==> config.mk <==
export PLATFORM = sky130hd
export DESIGN_NAME = itcm_boot_loader
export DESIGN_NICKNAME = d
export VERILOG_FILES = /design/src/rtl/itcm_boot_loader.sv
export SDC_FILE = /design/constraint.sdc
export NUM_CORES = 1
export LEC_CHECK = 0
export CAP_MARGIN = 20
export CORE_MARGIN = 1.5
export CORE_UTILIZATION = 55
export DETAILED_ROUTE_END_ITERATION = 8
export GPL_ROUTABILITY_DRIVEN = 0
export PLACE_DENSITY = 0.82
export RECOVER_POWER = 50
export SETUP_SLACK_MARGIN = 0.5
export SLEW_MARGIN = 10
export SYNTH_ARGS = -nofsm -noshare
export SYNTH_HDL_FRONTEND = slang
export SYNTH_SLANG_ARGS = --single-unit
==> constraint.sdc <==
create_clock -name clk -period 3.05 [get_ports clk]
set_input_delay 0.61 -clock clk [delete_from_list [all_inputs] [get_ports clk]]
set_output_delay 0.61 -clock clk [all_outputs]
set_load 0.01 [all_outputs]
==> src/rtl/itcm_boot_loader.sv <==
// Streams a byte image into the ITCM through a request/grant write port and holds the core in reset until loaded.
// Optional `ITCM_LOADER_ZERO_FILL_EN`: zero-fill the remaining ITCM words after the image.
module itcm_boot_loader #(
    parameter int DW = 32,
    parameter int AW = 15
) (
    input  logic          clk,
    input  logic          rst_n,
    input  logic          start,
    input  logic          swap,
    input  logic          s_valid,
    input  logic [7:0]    s_data,
    input  logic          s_last,
    output logic          s_ready,
    output logic          ram_req,
    input  logic          ram_gnt,
    output logic [AW-1:0] ram_addr,
    output logic [DW-1:0] ram_wdat,
    output logic          busy,
    output logic          done,
    output logic          err,
    output logic [AW:0]   word_cnt,
    output logic          core_rst_n
);

    localparam int NB = DW / 8;
    localparam int IW = $clog2(NB + 1);
    localparam logic [AW-1:0] ADDR_MAX = '1;

`ifdef ITCM_LOADER_ZERO_FILL_EN
    typedef enum logic [2:0] {IDLE, LOAD, WRITE, FILL, DONE} state_t;
`else
    typedef enum logic [2:0] {IDLE, LOAD, WRITE, DONE} state_t;
`endif

    state_t          state_q, state_d;
    logic            swap_q;
    logic            last_q;
    logic            ovf_q;
    logic            err_q;
    logic [IW-1:0]   idx_q;
    logic [AW-1:0]   addr_q;
    logic [AW:0]     cnt_q;
    logic [DW-1:0]   asm_q;

    logic [IW-1:0]   idx_inc;
    logic [IW-1:0]   lane;
    logic            word_full;
    logic            at_max;

    assign idx_inc   = idx_q + 1'b1;
    assign word_full = (idx_inc == IW'(NB));
    assign lane      = swap_q ? (IW'(NB - 1) - idx_q) : idx_q;
    assign at_max    = (addr_q == ADDR_MAX);

    // All outputs decode straight from registered state; no input reaches an output combinationally.
    assign s_ready    = (state_q == LOAD);
`ifdef ITCM_LOADER_ZERO_FILL_EN
    assign ram_req    = (state_q == WRITE) || (state_q == FILL);
`else
    assign ram_req    = (state_q == WRITE);
`endif
    assign busy       = s_ready || ram_req;
    assign done       = (state_q == DONE);
    assign core_rst_n = done;
    assign ram_addr   = addr_q;
    assign ram_wdat   = asm_q;
    assign err        = err_q;
    assign word_cnt   = cnt_q;

    always_ff @(posedge clk or negedge rst_n) begin
        if (!rst_n) begin
            state_q <= IDLE;
        end else begin
            state_q <= state_d;
        end
    end

    always_comb begin
        // NOTE: default first so every path assigns state_d and no latch is inferred.
        state_d = state_q;
        unique case (state_q)
            IDLE, DONE: begin
                if (start) state_d = LOAD;
            end
            LOAD: begin
                if (s_valid) begin
                    if (ovf_q) begin
                        if (s_last) state_d = DONE;
                    end else if (s_last || word_full) begin
                        state_d = WRITE;
                    end
                end
            end
            WRITE: begin
                if (ram_gnt) begin
                    if (!last_q) begin
                        state_d = LOAD;
                    end else begin
`ifdef ITCM_LOADER_ZERO_FILL_EN
                        // An image that ends exactly at full depth has nothing left to fill.
                        state_d = at_max ? DONE : FILL;
`else
                        state_d = DONE;
`endif
                    end
                end
            end
`ifdef ITCM_LOADER_ZERO_FILL_EN
            FILL: begin
                if (ram_gnt && at_max) state_d = DONE;
            end
`endif
            default: state_d = IDLE;
        endcase
    end

    always_ff @(posedge clk or negedge rst_n) begin
        if (!rst_n) begin
            swap_q <= 1'b0;
            last_q <= 1'b0;
            ovf_q  <= 1'b0;
            err_q  <= 1'b0;
            idx_q  <= '0;
            addr_q <= '0;
            cnt_q  <= '0;
            asm_q  <= '0;
        end else begin
            // NOTE: non-blocking assignments so every register samples pre-edge values.
            unique case (state_q)
                IDLE, DONE: begin
                    if (start) begin
                        swap_q <= swap;
                        last_q <= 1'b0;
                        ovf_q  <= 1'b0;
                        err_q  <= 1'b0;
                        idx_q  <= '0;
                        addr_q <= '0;
                        cnt_q  <= '0;
                        asm_q  <= '0;
                    end
                end
                LOAD: begin
                    if (s_valid) begin
                        if (ovf_q) begin
                            // Past the last slot: swallow bytes, flag the overrun when the image ends.
                            if (s_last) err_q <= 1'b1;
                        end else begin
                            for (int i = 0; i < NB; i++) begin
                                if (lane == IW'(i)) asm_q[i*8 +: 8] <= s_data;
                            end
                            idx_q  <= idx_inc;
                            last_q <= s_last;
                        end
                    end
                end
                WRITE: begin
                    if (ram_gnt) begin
                        cnt_q <= cnt_q + 1'b1;
                        asm_q <= '0;
                        idx_q <= '0;
                        if (at_max) begin
                            ovf_q <= 1'b1;
                        end else begin
                            addr_q <= addr_q + 1'b1;
                        end
                    end
                end
`ifdef ITCM_LOADER_ZERO_FILL_EN
                FILL: begin
                    if (ram_gnt && !at_max) addr_q <= addr_q + 1'b1;
                end
`endif
                default: ;
            endcase
        end
    end

endmodule

==> results by group <==
Drt
  • Wire per inst: ~17 um
  • Drt drc: 0
  • Antenna viol nets, final: 0
  • DR iter-0 viols: about 260
  • Final wirelength: 9.50 mm
  • Via density per instance: ~6
  • Via count: 3345
  • Drt pass-1 iters: 6

Pwr
  • PD cells: 799 mW/mm^2
  • Sequential share of power: 33.8%
  • Total power draw: 0.00396 W
  • Max IR drop VDD: just under 700 uV
  • Static leakage: 2.23 nW
  • Switching part of the total: about two fifths
  • Clk network pwr share: between 15 and 20%
  • Internal Power: ~0.0024 W
  • Comb power frac: 49.0%
  • Net Switching: 0.00160 W

Cells and area
  • Fillers: 497
  • Finished Core Util: 72.9%
  • Share of post-route cells with drive strength above 1: about an eighth
  • Nets: 469
  • Sequential cell area: approximately 0.0018 mm^2
  • Synth-to-layout area growth: 28.2%
  • ANT cells: 0
  • Design Area, Final: 0.00495 mm^2
  • Multi-input logic area: 0.00193 mm^2

Synth
  • Synth top area share: 46.6%
  • YS warnings: 0
  • Seq cells post-synth: 72
  • Cells after synthesis: 365
  • Syn_nets: roughly 390
  • Syn Area/Cell: 10.6 um^2
  • Synth unique cells: 56
  • Synth area leaders: dfrtp_1 47%, mux2_2 7.3%, mux2_1 3.5%, nand2_1 2.5%, nand3_1 2.5%
  • Mapped Area: a little under 0.004 mm^2
  • Fraction of the yosys area taken by sequential cells: between 40 and 50%
  • Cell taking the most area after synthesis: dfrtp_1

Floorplanning
  • # IOs: 84
  • Die height: 86.8 um
  • Core box area: 0.00679 mm^2
  • Die W: 86.8 um
  • # rows: 30
  • Starting Density: 56.9%
  • DIE AREA: 0.00754 mm^2

Critical path
  • Crit-path slowest cell: clkdlybuf4s50_1
  • Critical Path AT: 1.93 ns
  • Crit path launch type: register
  • R2R Setup Slk: ~0.56 ns
  • FF-to-FF Start: state_q[0]
  • Critical Path RT: 2.44 ns
  • R2r worst-path depth: 6
  • Peak fanout along the critical path: 11
  • CP max stage delay: 0.64 ns
  • Critical Setup Path Class: register to output pin
  • Worst path cell trace: inv_1, ha_1, clkdlybuf4s50_1
  • R2R Path End: ram_wdat[5]
  • Critical Path End Type: output pin

CTS
  • CTS tree: done
  • Clock sinks: 72
  • CTS Buf Count: 9
  • Post_cts resized: 0
  • Worst-Skew Late Latency: 0.36 ns
  • CTS root buf: clkbuf_8
  • Cts hold-fix bufs: 0
  • Setup bufs post-CTS: 0
  • Htree depth: 3
  • Max Root-Sink Buffers: 2
  • Clk slew on worst S/H paths: around 0.08 ns

GRT
  • Total grt overflow: 0
  • Via count of the first global-routing pass: 3165
  • Pin count of the biggest net entering global routing: 41
  • Initial antenna violation count: 0
  • GRT Util Overall: 27.0%
  • First-pass GRT wire length: ~16 mm

Timing
  • RSZ-0062 raised after global routing: yes
  • Slew @ Worst Pin: 1.93 ns
  • Worst Clk Skew: 0.0111 ns
  • Pins over their slew limit: 33
  • Post-route minimum period: 2.54 ns
  • Endpoints failing setup: 0
  • Slew Limit Headroom: -28.6%
  • Final worst path period share: a little over four fifths
  • Final hold vios: 0
  • Max Fclk: 393 MHz
  • TNS Setup: 0 ns

Worst hold path
  • Hold depth: 1
  • HP Class: register to register
  • Hold Path Sink: ram_wdat[3]
  • Hold Startpoint: ram_wdat[3]

Run status
  • Failing checks: max-capacitance violations, max-slew violations
  • Status: finished with violations

Job
  • Max-cap violations: 1

Placed design
  • Placed Area: between 0.004 and 0.005 mm^2
  • DP HPWL: 6.67 mm
  • I/O Buffers: 83
==> critical path: cells and delay by family, from the launching register on <==
kind / cells / cell delay [ns]
adder cells (fa/ha/maj): 1 / 0.45
buffers and inverters: 2 / 0.71
flip-flops: 1 / 0.42
==> flip-flops by register name, indices dropped and copies added (netlist names) <==
register	cells
ram_wdat	32
state_q	2
err	1
swap_q	1
last_q	1
ovf_q	1
word_cnt	16
ram_addr	15
idx_q	3
==> synthesized netlist by cell type (all sizes together) <==
| cell | number |
|---|---|
| nand2 | 26 |
| mux2 | 37 |
| a211o | 4 |
| nor3b | 5 |
| nor4 | 9 |
| nand4 | 9 |
| o21ai | 11 |
| and4 | 1 |
| a32o | 1 |
| a21oi | 17 |
| a211oi | 2 |
| nand3b | 2 |
| a2bb2oi | 2 |
| a22o | 10 |
| o211a | 1 |
| o31ai | 4 |
| mux2i | 5 |
| and3 | 5 |
| a31o | 2 |
| nor4b | 1 |
| ha | 7 |
| o211ai | 6 |
| and4b | 1 |
| a31oi | 4 |
| xnor2 | 4 |
| nor2 | 14 |
| clkbuf | 12 |
| a41oi | 2 |
| dfrtp | 72 |
| nand2b | 9 |
| a21o | 1 |
| a21boi | 1 |
| nor2b | 4 |
| a41o | 2 |
| or3 | 2 |
| nand3 | 19 |
| and2 | 12 |
| nor3 | 10 |
| and3b | 3 |
| o311ai | 3 |
| buf | 8 |
| or4 | 6 |
| inv | 9 |
==> final cells by class <==
class | count | share of cell area (%)
Clock buffer | 10 | 2.58
Timing Repair Buffer | 91 | 18.0
Clock inverter | 6 | 0.884
Sequential cell | 72 | 36.4
Tap cell | 96 | 2.42
Multi-Input combinational cell | 264 | 39.0
Inverter | 9 | 0.682
==> worst max-delay path by stage <==
stage                           from            to  slack [ns]  cells after the start
after global routing      state_q[0]   ram_wdat[5]        0.43                      6
after CTS                 state_q[1]       s_ready        0.52                      3
after detailed placement       start  ram_wdat[25]        0.30                      5
after floorplan           state_q[0]  ram_wdat[17]        1.00                      8
final                     state_q[1]       s_ready        0.51                      3
after global placement         start  ram_wdat[29]        0.36                      5
==> routing by layer <==
layer / wire [um] / vias to the layer above / GRT usage [%]
li1: - / 1527 / -
met1: 4100 / 1634 / 37.1
met2: 4470 / 159 / 42.4
met3: 694 / 25 / 5.24
met4: 226 / 0 / 10.6
met5: 0 / - / 0
==> cells in the final DEF, fill, tap and decap left out, types with 3 or more instances in the layout <==
cell type / count
dfrtp_1: 72
clkdlybuf4s50_1: 52
dlygate4sd3_1: 30
nand2_1: 26
mux2_2: 25
nand3_1: 19
nor2_1: 13
a21oi_1: 12
and2_1: 12
mux2_1: 12
a22o_1: 10
nor3_1: 10
inv_1: 9
nand2b_1: 9
clkbuf_8: 9
nand4_1: 8
nor4_1: 7
o21ai_0: 7
ha_1: 7
o211ai_1: 6
buf_4: 6
mux2i_1: 5
nor3b_1: 5
and3_1: 5
or4_1: 5
nor2b_1: 4
a31oi_1: 4
o21ai_1: 4
a21oi_2: 4
o31ai_1: 4
xnor2_1: 4
a211o_1: 4
and3b_1: 3
clkbuf_1: 3
==> kinds of logic (layout without fill, tap and decap cells) <==
kind of cell / Yosys count / count (layout) / share of synthesized area [%]
compound gates: 73 / 73 / 14.0
fa+ha+maj: 7 / 7 / 2.27
mux: 42 / 42 / 12.1
flops: 72 / 72 / 46.6
simple gates: 138 / 138 / 20.8
buf+inv: 29 / 116 / 3.37
xor+xnor: 4 / 4 / 0.906
==> power groups by stage <==
| stage | logic, W | clock network [W] | registers (W) |
|---|---|---|---|
| 6_report | 0.00194 | 0.000681 | 0.00134 |
| 5_1_grt | 0.00209 | 0.000729 | 0.00138 |
| 4_1_cts | 0.00199 | 0.000694 | 0.00135 |
| 3_5_place_dp | 0.00197 | 0 | 0.00137 |
| 3_3_place_gp | 0.00193 | 0 | 0.00136 |
| 2_1_floorplan | 0.00115 | 0 | 0.00139 |
==> stage by stage <==
stage / cells / hold WS, ns / setup WS, ns
finish: 548 / 0.482 / 0.508
global route: 548 / 0.515 / 0.426
CTS: 548 / 0.352 / 0.519
global placement: 532 / 0.468 / 0.359
detailed placement: 532 / 0.474 / 0.301
floorplan: 365 / 0.314 / 1.00
Power figures use the tool's default switching activity.
